<file path="config.mk">
export PLATFORM = sky130hd
export DESIGN_NAME = fusion_psum_accum
export DESIGN_NICKNAME = d
export VERILOG_FILES = /design/src/rtl/fusion_pkg.sv /design/src/rtl/fusion_lane_add.sv /design/src/rtl/fusion_psum_accum.sv
export SDC_FILE = /design/constraint.sdc
export NUM_CORES = 1
export LEC_CHECK = 0
export CORE_AREA = 2 2 114 94
export DETAILED_ROUTE_END_ITERATION = 10
export DIE_AREA = 0 0 116 96
export PLACE_DENSITY = 0.87
export SLEW_MARGIN = 20
export SYNTH_ARGS = -nofsm -noshare
export SYNTH_HDL_FRONTEND = slang
export SYNTH_HIERARCHICAL = 1
export SYNTH_SLANG_ARGS = --single-unit
</file>
<file path="constraint.sdc">
create_clock -name clk -period 13.7 [get_ports clk]
set_input_delay 1.37 -clock clk [delete_from_list [all_inputs] [get_ports clk]]
set_output_delay 1.37 -clock clk [all_outputs]
set_load 0.005 [all_outputs]
</file>
<file path="src/rtl/fusion_pkg.sv">
// Shared types and defaults for the fusion psum accumulator slice.
package fusion_pkg;

  typedef enum logic [1:0] {
    IDLE  = 2'd0,
    ACCUM = 2'd1,
    FULL  = 2'd2
  } state_e;

  localparam int PSUM_W_DEF = 18;
  localparam int ACC_W_DEF  = 32;

  function automatic int lane_w(input int w);
    return w / 2;
  endfunction

endpackage

</file>
<file path="src/rtl/fusion_lane_add.sv">
// One accumulator lane: acc + addend + carry-in, optionally clamped on overflow.
// Total mode chains two of these through cin/cout; split mode runs them independently.
module fusion_lane_add #(
  parameter int W   = 16,
  parameter bit SAT = 1'b0
) (
  input  logic [W-1:0] acc,
  input  logic [W-1:0] addend,
  input  logic         cin,
  input  logic         is_signed,
  input  logic         clamp_en,
  output logic [W-1:0] sum,
  output logic         cout,
  output logic         ovf,
  output logic         sat_neg
);

  logic [W:0]   raw_s;
  logic         sovf_s;
  logic [W-1:0] sat_val_s;

  assign raw_s   = {1'b0, acc} + {1'b0, addend} + {{W{1'b0}}, cin};
  assign cout    = raw_s[W];
  // Two same-sign operands giving a result of the other sign is signed overflow.
  assign sovf_s  = (acc[W-1] == addend[W-1]) && (raw_s[W-1] != acc[W-1]);
  assign ovf     = SAT & clamp_en & (is_signed ? sovf_s : raw_s[W]);
  assign sat_neg = is_signed & addend[W-1];

  // Clamp value: signed min/max by direction of overflow, unsigned only overflows upward.
  always_comb begin
    sat_val_s = '1;
    if (is_signed) begin
      sat_val_s = sat_neg ? {1'b1, {(W-1){1'b0}}} : {1'b0, {(W-1){1'b1}}};
    end else begin
      sat_val_s = '1;
    end
  end

  assign sum = ovf ? sat_val_s : raw_s[W-1:0];

endmodule

</file>
<file path="src/rtl/fusion_psum_accum.sv">
// Accumulates acc_len fusion psums (one total or two column lanes) into a valid/ready output register.
// Optional clamping arithmetic and sat_flag port: define FUSION_ACCUM_SATURATE_EN.
module fusion_psum_accum
  import fusion_pkg::*;
#(
  parameter int PSUM_W = PSUM_W_DEF,
  parameter int ACC_W  = ACC_W_DEF,
  parameter int LEN_W  = 8
) (
  input  logic              clk,
  input  logic              rst,
  input  logic [PSUM_W-1:0] psum_in,
  input  logic              in_valid,
  output logic              in_ready,
  input  logic              split_mode,
  input  logic              s_mode,
  input  logic [LEN_W-1:0]  acc_len,
  output logic [ACC_W-1:0]  out_sum,
  output logic              out_valid,
  input  logic              out_ready,
  output logic              out_split
`ifdef FUSION_ACCUM_SATURATE_EN
  ,
  output logic              sat_flag
`endif
);

  localparam int LW  = lane_w(ACC_W);
  localparam int PLW = lane_w(PSUM_W);
`ifdef FUSION_ACCUM_SATURATE_EN
  localparam bit SAT_EN = 1'b1;
`else
  localparam bit SAT_EN = 1'b0;
`endif

  state_e           state_r;
  logic [ACC_W-1:0] acc_r;
  logic [LEN_W-1:0] cnt_r;
  logic [LEN_W-1:0] len_r;
  logic             split_r;
  logic             sgn_r;
  logic [1:0]       sat_r;
  logic             sat_out_r;

  logic             idle_s;
  logic             split_s;
  logic             sgn_s;
  logic [LEN_W-1:0] len_s;
  logic [LEN_W-1:0] cnt_inc_s;
  logic             beat_s;
  logic             last_s;
  logic             out_free_s;

  logic [ACC_W-1:0] ext_tot_s;
  logic [LW-1:0]    ext_lo_s;
  logic [LW-1:0]    ext_hi_s;
  logic [LW-1:0]    add_lo_s;
  logic [LW-1:0]    add_hi_s;
  logic [LW-1:0]    lo_sum_s;
  logic [LW-1:0]    hi_sum_s;
  logic [LW-1:0]    lo_final_s;
  logic             lo_cout_s;
  logic             hi_cout_s;
  logic             lo_ovf_s;
  logic             hi_ovf_s;
  logic             lo_sat_neg_s;
  logic             hi_sat_neg_s;
  logic             lo_hold_s;
  logic [1:0]       sat_next_s;
  logic [ACC_W-1:0] acc_next_s;
  logic             unused_s;

  // The first beat of a group uses the live mode inputs; later beats use the latched copies.
  assign idle_s     = (state_r == IDLE);
  assign split_s    = idle_s ? split_mode : split_r;
  assign sgn_s      = idle_s ? s_mode : sgn_r;
  assign len_s      = idle_s ? ((acc_len == {LEN_W{1'b0}}) ? {{(LEN_W-1){1'b0}}, 1'b1} : acc_len)
                             : len_r;
  assign cnt_inc_s  = cnt_r + {{(LEN_W-1){1'b0}}, 1'b1};
  assign in_ready   = (state_r != FULL) & ~rst;
  assign beat_s     = in_valid & in_ready;
  assign last_s     = (cnt_inc_s == len_s);
  assign out_free_s = ~out_valid | out_ready;

  assign ext_tot_s = {{(ACC_W-PSUM_W){sgn_s & psum_in[PSUM_W-1]}}, psum_in};
  assign ext_lo_s  = {{(LW-PLW){sgn_s & psum_in[PLW-1]}}, psum_in[PLW-1:0]};
  assign ext_hi_s  = {{(LW-(PSUM_W-PLW)){sgn_s & psum_in[PSUM_W-1]}}, psum_in[PSUM_W-1:PLW]};
  assign add_lo_s  = split_s ? ext_lo_s : ext_tot_s[LW-1:0];
  assign add_hi_s  = split_s ? ext_hi_s : ext_tot_s[ACC_W-1:LW];

  fusion_lane_add #(.W(LW), .SAT(SAT_EN)) u_lane_lo (
    .acc       (acc_r[LW-1:0]),
    .addend    (add_lo_s),
    .cin       (1'b0),
    .is_signed (sgn_s),
    .clamp_en  (split_s),
    .sum       (lo_sum_s),
    .cout      (lo_cout_s),
    .ovf       (lo_ovf_s),
    .sat_neg   (lo_sat_neg_s)
  );

  fusion_lane_add #(.W(LW), .SAT(SAT_EN)) u_lane_hi (
    .acc       (acc_r[ACC_W-1:LW]),
    .addend    (add_hi_s),
    .cin       (~split_s & lo_cout_s),
    .is_signed (sgn_s),
    .clamp_en  (1'b1),
    .sum       (hi_sum_s),
    .cout      (hi_cout_s),
    .ovf       (hi_ovf_s),
    .sat_neg   (hi_sat_neg_s)
  );

  // In total mode a word clamp from the hi lane also fills the lo half.
  assign lo_final_s = (~split_s & hi_ovf_s) ? {LW{~hi_sat_neg_s}} : lo_sum_s;
  assign lo_hold_s  = split_s ? sat_r[0] : sat_r[1];
  assign sat_next_s = sat_r | {hi_ovf_s, lo_ovf_s};
  assign acc_next_s = {sat_r[1] ? acc_r[ACC_W-1:LW] : hi_sum_s,
                       lo_hold_s ? acc_r[LW-1:0] : lo_final_s};

`ifdef FUSION_ACCUM_SATURATE_EN
  assign sat_flag = sat_out_r;
  assign unused_s = &{1'b0, hi_cout_s, lo_sat_neg_s};
`else
  assign unused_s = &{1'b0, hi_cout_s, lo_sat_neg_s, sat_out_r};
`endif

  // Group FSM, accumulator and one-entry output register.
  always_ff @(posedge clk) begin
    if (rst) begin
      state_r   <= IDLE;
      acc_r     <= '0;
      cnt_r     <= '0;
      len_r     <= '0;
      split_r   <= 1'b0;
      sgn_r     <= 1'b0;
      sat_r     <= 2'b00;
      sat_out_r <= 1'b0;
      out_sum   <= '0;
      out_valid <= 1'b0;
      out_split <= 1'b0;
    end else begin
      if (out_valid & out_ready) begin
        out_valid <= 1'b0;
      end
      case (state_r)
        IDLE, ACCUM: begin
          if (beat_s) begin
            if (idle_s) begin
              split_r <= split_mode;
              sgn_r   <= s_mode;
              len_r   <= len_s;
            end
            if (last_s && out_free_s) begin
              out_sum   <= acc_next_s;
              out_split <= split_s;
              out_valid <= 1'b1;
              sat_out_r <= |sat_next_s;
              acc_r     <= '0;
              cnt_r     <= '0;
              sat_r     <= 2'b00;
              state_r   <= IDLE;
            end else if (last_s) begin
              acc_r   <= acc_next_s;
              sat_r   <= sat_next_s;
              state_r <= FULL;
            end else begin
              acc_r   <= acc_next_s;
              sat_r   <= sat_next_s;
              cnt_r   <= cnt_inc_s;
              state_r <= ACCUM;
            end
          end
        end
        FULL: begin
          if (out_ready) begin
            out_sum   <= acc_r;
            out_split <= split_r;
            out_valid <= 1'b1;
            sat_out_r <= |sat_r;
            acc_r     <= '0;
            cnt_r     <= '0;
            sat_r     <= 2'b00;
            state_r   <= IDLE;
          end
        end
        default: begin
          state_r <= IDLE;
        end
      endcase
    end
  end

endmodule

</file>
**Word level (Yosys, flattened, before mapping)**

Cells that the tools add are included.
W data, S select, Z words.

- Bitwise operators: 10
- Reduce and logical (&&, ||, !) cells: 11
- Muxes and demuxes: 39
- Add/sub/neg operators: 4
- Equal/unequal tests: 8

Operators with widths:

| operator | number |
|---|---|
| $mux W32 | 6 |
| $pmux W32 S2 | 2 |
| $mux W16 | 3 |
| $mux W8 | 6 |
| $add A16 B16 Y17 | 1 |
| $add A16 B1 Y16 | 1 |
| $add A16 B16 Y16 | 1 |
| $pmux W8 S2 | 1 |
| $mux W2 | 6 |
| $mux W1 | 10 |
| $mux W9 | 1 |
| $add A8 B1 Y8 const B | 1 |
| $eq A8 B8 Y1 | 1 |
| $logic_not A8 Y1 | 1 |
| $ne A2 B2 Y1 const B | 4 |
| $pmux W2 S2 | 2 |
| $reduce_and A4 Y1 | 2 |
| $and A1 B1 Y1 | 6 |
| $reduce_and A3 Y1 | 2 |
| $pmux W1 S2 | 2 |
| $reduce_and A2 Y1 | 2 |
| $ne A3 B3 Y1 const B | 1 |
| $not A1 Y1 | 3 |
| $eq A2 B1 Y1 const B | 1 |
| other kinds (6) | 6 |

- Flip-flop bits (word level): 88
- Output and inout bits: 35

**Depth between registers and ports, before layout**

- Depth in word-level cells: 11
- Mapped depth: 24
- Depth with buffers taken out: 22

**By module**

Netlist, hierarchy kept.

Modules (own cells, without submodules):

| module | area an instance (µm²) | instances | cells an instance | sequential area each (µm²) |
|---|---|---|---|---|
| fusion_psum_accum | 4,543.1 | 1 | 512 | 1,761.7 |
| fusion_lane_add | 750.7 | 2 | 92 | 0.0 |

**Worst setup path after synthesis**

Ideal clock, no wire load.

- Path kind: input -> register
- From: input split_mode
- To: register out_sum[26]
- Path slack: 7,713 ps
- Stages on the path: 22
- Data required time: 13,620 ps
- Library setup time: 80 ps
- Arrival: 5,907 ps
- Cell sequence: mux2i_2 -> inv_1 -> clkbuf_1 -> and3_1 -> clkbuf_1 -> a21o_1 -> ha_1 -> a211oi_2 -> o221ai_2 -> a221o_1 -> a21o_1 -> and2_1 -> fa_1 -> fa_1 -> a21oi_2 -> o21ai_2 -> a2111oi_2 -> o31ai_1 -> a21oi_1 -> xnor2_1 -> mux2i_1 -> a211oi_2

- Word-level cells in the longest chain between the ends: 9
- Elaborated cells on any way between the ends: 12
- Those cells by class: add/sub (3); mux (7); bitwise (2)

Ends and longest elaborated chain:

| item | RTL line | source |
|---|---|---|
| start: declaration | fusion_psum_accum.sv:15 | `input logic split_mode,` |
| $mux W1 | - |  |
| named net split_s | fusion_psum_accum.sv:46 | `logic split_s;` |
| $mux W16 | fusion_psum_accum.sv:88 | `assign add_lo_s = split_s ? ext_lo_s : ext_tot_s[LW-1:0];` |
| named net add_lo_s[9] | fusion_psum_accum.sv:57 | `logic [LW-1:0] add_lo_s;` |
| $add A16 B16 Y17 | fusion_lane_add.sv:22 | `assign raw_s = {1'b0, acc} + {1'b0, addend} + {{W{1'b0}}, cin};` |
| named net lo_cout_s | fusion_psum_accum.sv:62 | `logic lo_cout_s;` |
| $and A1 B1 Y1 | fusion_psum_accum.sv:106 | `.cin (~split_s & lo_cout_s),` |
| $add A16 B1 Y16 | fusion_lane_add.sv:22 |  |
| named net hi_sum_s[10] | fusion_psum_accum.sv:60 | `logic [LW-1:0] hi_sum_s;` |
| $mux W16 | fusion_psum_accum.sv:119 | `assign acc_next_s = {sat_r[1] ? acc_r[ACC_W-1:LW] : hi_sum_s,` |
| $mux W32 | fusion_psum_accum.sv:155 | `if (last_s && out_free_s) begin` |
| $mux W32 | fusion_psum_accum.sv:149 | `if (beat_s) begin` |
| $pmux W32 S2 | fusion_psum_accum.sv:147 | `case (state_r)` |
| end signal: assignment | fusion_psum_accum.sv:156 | `out_sum <= acc_next_s;` |
| end signal: assignment | fusion_psum_accum.sv:178 | `out_sum <= acc_r;` |
| end: declaration | fusion_psum_accum.sv:18 | `output logic [ACC_W-1:0] out_sum,` |

The timed path passes the listed nets, and every way through them passes these cells. The select of a mux whose other input is x is not followed.
A chain may end at the register's enable or synchronous reset.

**Worst setup path after layout**

- From: input split_mode
- To: register out_sum[26]

- Word-level cells in the longest chain between the ends: 9
- Elaborated cells on any way between the ends: 12
- Those cells by class: add/sub (3); mux (7); bitwise (2)

Ends and longest elaborated chain:

| item | RTL line |
|---|---|
| $mux W1 | - |
| $mux W16 | fusion_psum_accum.sv:88 |
| named net add_lo_s[9] | fusion_psum_accum.sv:57 |
| $add A16 B16 Y17 | fusion_lane_add.sv:22 |
| named net lo_cout_s | fusion_psum_accum.sv:62 |
| $and A1 B1 Y1 | fusion_psum_accum.sv:106 |
| $add A16 B1 Y16 | fusion_lane_add.sv:22 |
| named net hi_sum_s[10] | fusion_psum_accum.sv:60 |
| $mux W16 | fusion_psum_accum.sv:119 |
| $mux W32 | fusion_psum_accum.sv:155 |
| $mux W32 | fusion_psum_accum.sv:149 |
| $pmux W32 S2 | fusion_psum_accum.sv:147 |

The timed path passes the listed nets, and every way through them passes these cells. The select of a mux whose other input is x is not followed.

==> implementation parameters <==
Parameter                              Value

Yosys
  Net count of the mapped netlist ... 758
  YS warnings ... 6
  Cell area after synthesis ... 6010 µm²
  Per-instance average area after synthesis ... 8.70 µm²
  Count of mapped cells out of synthesis ... 691

Floorplan
  Core Footprint ... 9990 µm²
  Overall die height ... 96 µm
  Die extent in x ... 116 µm
  Io pins ... 67
  Starting density of the core ... 0.601
  Die area ... 11100 µm²
  Row count ... 33

Timing
  Unrepaired setup endpoints after global routing ... false
  Final critical delay including setup and external delays ... 6980 ps
  Max Clk Rate ... 143 MHz
  Worst Clk Skew ... 11.4 ps
  Transition at the pin with the smallest max-transition slack ... 988 ps
  Worst rel slew slack ... 0.342
  Final worst-path cycle share ... 0.509
  Max Slew Vio Count ... 0
  Final Setup Violations ... 0
  Final Hold Viols ... 0
  Final-layout setup total negative slack ... 0 ps

Placement
  PortBufs ... 66
  Routability congestion estimate from global placement ... 0.965
  Total half-perimeter wirelength after legalization and detailed placement ... 10900 µm

Critical path
  Type of destination of the critical path ... register
  Path type of the worst setup path ... input port to register
  Maximum fanout along the worst path ... 16
  Data arrival time of the worst path ... 7240 ps
  Slack of the worst reg-to-reg path ... 7210 ps
  Element type at the critical path start ... input port
  Required time at the endpoint of the critical path ... 13970 ps

Power and ir drop
  Pwr Density ... 106 nW/µm²
  Lkg Pwr ... 2.75 nW
  Peak VDD IR ... 0.0599 mV

Drt
  Detail Route Antenna Nets ... 0
  Ratio of routed vias to standard cells ... 6.46
  Starting DRT DRC Count ... 442
  DR WL/cell ... 18.5 µm
  First-pass iteration count of the detailed router ... 5
  Final wirelength ... 16100 µm
  Total number of vias ... 5616
  Residual DRC ... 0

Clock tree
  Number of buffers inserted during clock tree synthesis ... 9
  Later-pin clock latency in the skew report ... 350 ps
  Clock tree from TritonCTS ... done
  Clock buffer depth ... 2
  Post CTS Setup Buffer Count ... 0
  CTS root buffer ... clkbuf_16
  Depth of the CTS H-tree ... 3
  Hold-fix buffers at CTS ... 0
  Count of clock tree sinks ... 88
  Total of cells resized after clock tree synthesis ... 0
  Clock transition at path regs ... 60 ps

Global route
  Vias in the first global route ... 5401
  Overall track demand over capacity in global routing ... 0.299
  Global-route wire length before repair ... 26400 µm
  Initial antenna violation count ... 0
  Maximum number of pins on one net before global-route repair ... 67
  Global route overflow ... 0

Final layout
  Diode insertion count for antenna repair ... 0
  Fill cell total of the finished layout ... 795
  Final core area utilization ... 0.691
  Final layout net count ... 792
  Synth-to-layout area growth ... 14.9%
  Fraction of final layout cells with drive strength greater than 1 ... 0.117

Run status
  Status ... finished clean

Job
  Number of violations of the max-capacitance limit ... 0

Min path
  Hold/Removal Path Class ... register to register
[cell usage in the layout (no fill, tap or decap), types with 3 or more instances in the layout]
| master | n |
|---|---|
| xnor2_1 | 23 |
| a21o_1 | 21 |
| a21oi_2 | 7 |
| dfxtp_1 | 88 |
| fa_1 | 4 |
| nand2_1 | 62 |
| inv_1 | 16 |
| o21bai_1 | 6 |
| a21oi_1 | 89 |
| nor2b_1 | 3 |
| and3_1 | 8 |
| a211oi_2 | 33 |
| nor2_1 | 26 |
| clkdlybuf4s50_1 | 65 |
| clkbuf_16 | 9 |
| nand2b_1 | 8 |
| a32o_1 | 18 |
| xor2_1 | 11 |
| buf_4 | 6 |
| a31oi_1 | 22 |
| and2_1 | 5 |
| ha_1 | 31 |
| nand3_1 | 28 |
| o21ai_1 | 3 |
| o21a_1 | 5 |
| o21ai_0 | 31 |
| mux2i_1 | 29 |
| a211oi_1 | 5 |
| conb_1 | 3 |
| o21ai_2 | 4 |
[through the flow]
step                      std cells  setup slack (ps)  area (µm²)  total power [W]  hold WS [ps]
after floorplan                 691              7710        6010         0.000450           453
after global placement          854              6760        6640         0.000488           461
after detailed placement        854              6480        6640         0.000500           476
after CTS                       869              6820        6900         0.000727           484
after global routing            869              6250        6900         0.000764           504
final                           869              6720        6900         0.000731           483
[metal layers]
layer,GRT usage,part of all wire,up-vias,routed length [µm]
li1,-,-,2631,-
met5,0,0,-,0
met1,0.386,0.43,2690,6970
met4,0.110,0.019,0,309
met3,0.0542,0.077,31,1250
met2,0.502,0.47,264,7560
[final timing paths]
path,startpoint,end,depth (start not counted)
worst max register to register,state_r[1]$_SDFFE_PP0P_,out_sum[26]$_SDFFE_PP0P_,22
worst min-delay path,len_r[7]$_SDFFE_PP0P_,len_r[7]$_SDFFE_PP0P_,2
worst max-delay path,split_mode,out_sum[26]$_SDFFE_PP0P_,22
worst min register to register,len_r[7]$_SDFFE_PP0P_,len_r[7]$_SDFFE_PP0P_,2
[power breakdown]
| part | total (W) | switching, W | internal, W | leakage (nW) |
|---|---|---|---|---|
| Combinational | 0.000217 | 0.000128 | 0.0000892 | 1.91 |
| Clock | 0.000228 | 0.000106 | 0.000123 | 0.122 |
| Sequential | 0.000286 | 0.0000149 | 0.000271 | 0.716 |
| Total | 0.000731 | 0.000249 | 0.000483 | 2.75 |
[flip-flops by register name, indices dropped and copies added (netlist names)]
| register | cells |
|---|---|
| acc_r | 32 |
| cnt_r | 8 |
| len_r | 8 |
| out_split | 1 |
| out_sum | 32 |
| out_valid | 1 |
| sat_r | 2 |
| sgn_r | 1 |
| split_r | 1 |
| state_r | 2 |
[cell type report]
class                           instances  area [µm²]  area share
Multi-Input combinational cell        538        3940       0.571
Sequential cell                        88        1760       0.255
Timing Repair Buffer                   72         701       0.102
Clock buffer                           11         233      0.0337
Tap cell                              140         175      0.0254
Inverter                               16        60.1     0.00870
Clock inverter                          4        32.5     0.00471
[critical path, stage by stage]
cell and delay [ps]:
clkdlybuf4s50_1 430, mux2i_2 690, inv_1 350, and3_1 360, a21o_1 190, ha_1 370
nand3_1 140, or2_2 150, o221ai_2 150, a221o_1 320, a21o_1 170, and2_1 140
fa_1 400, fa_1 430, a21oi_2 210, o21ai_2 100, a2111oi_2 450, o31ai_1 130
a21oi_1 190, xnor2_1 160, mux2i_1 110, a211oi_2 210
Power figures use the tool's default switching activity.
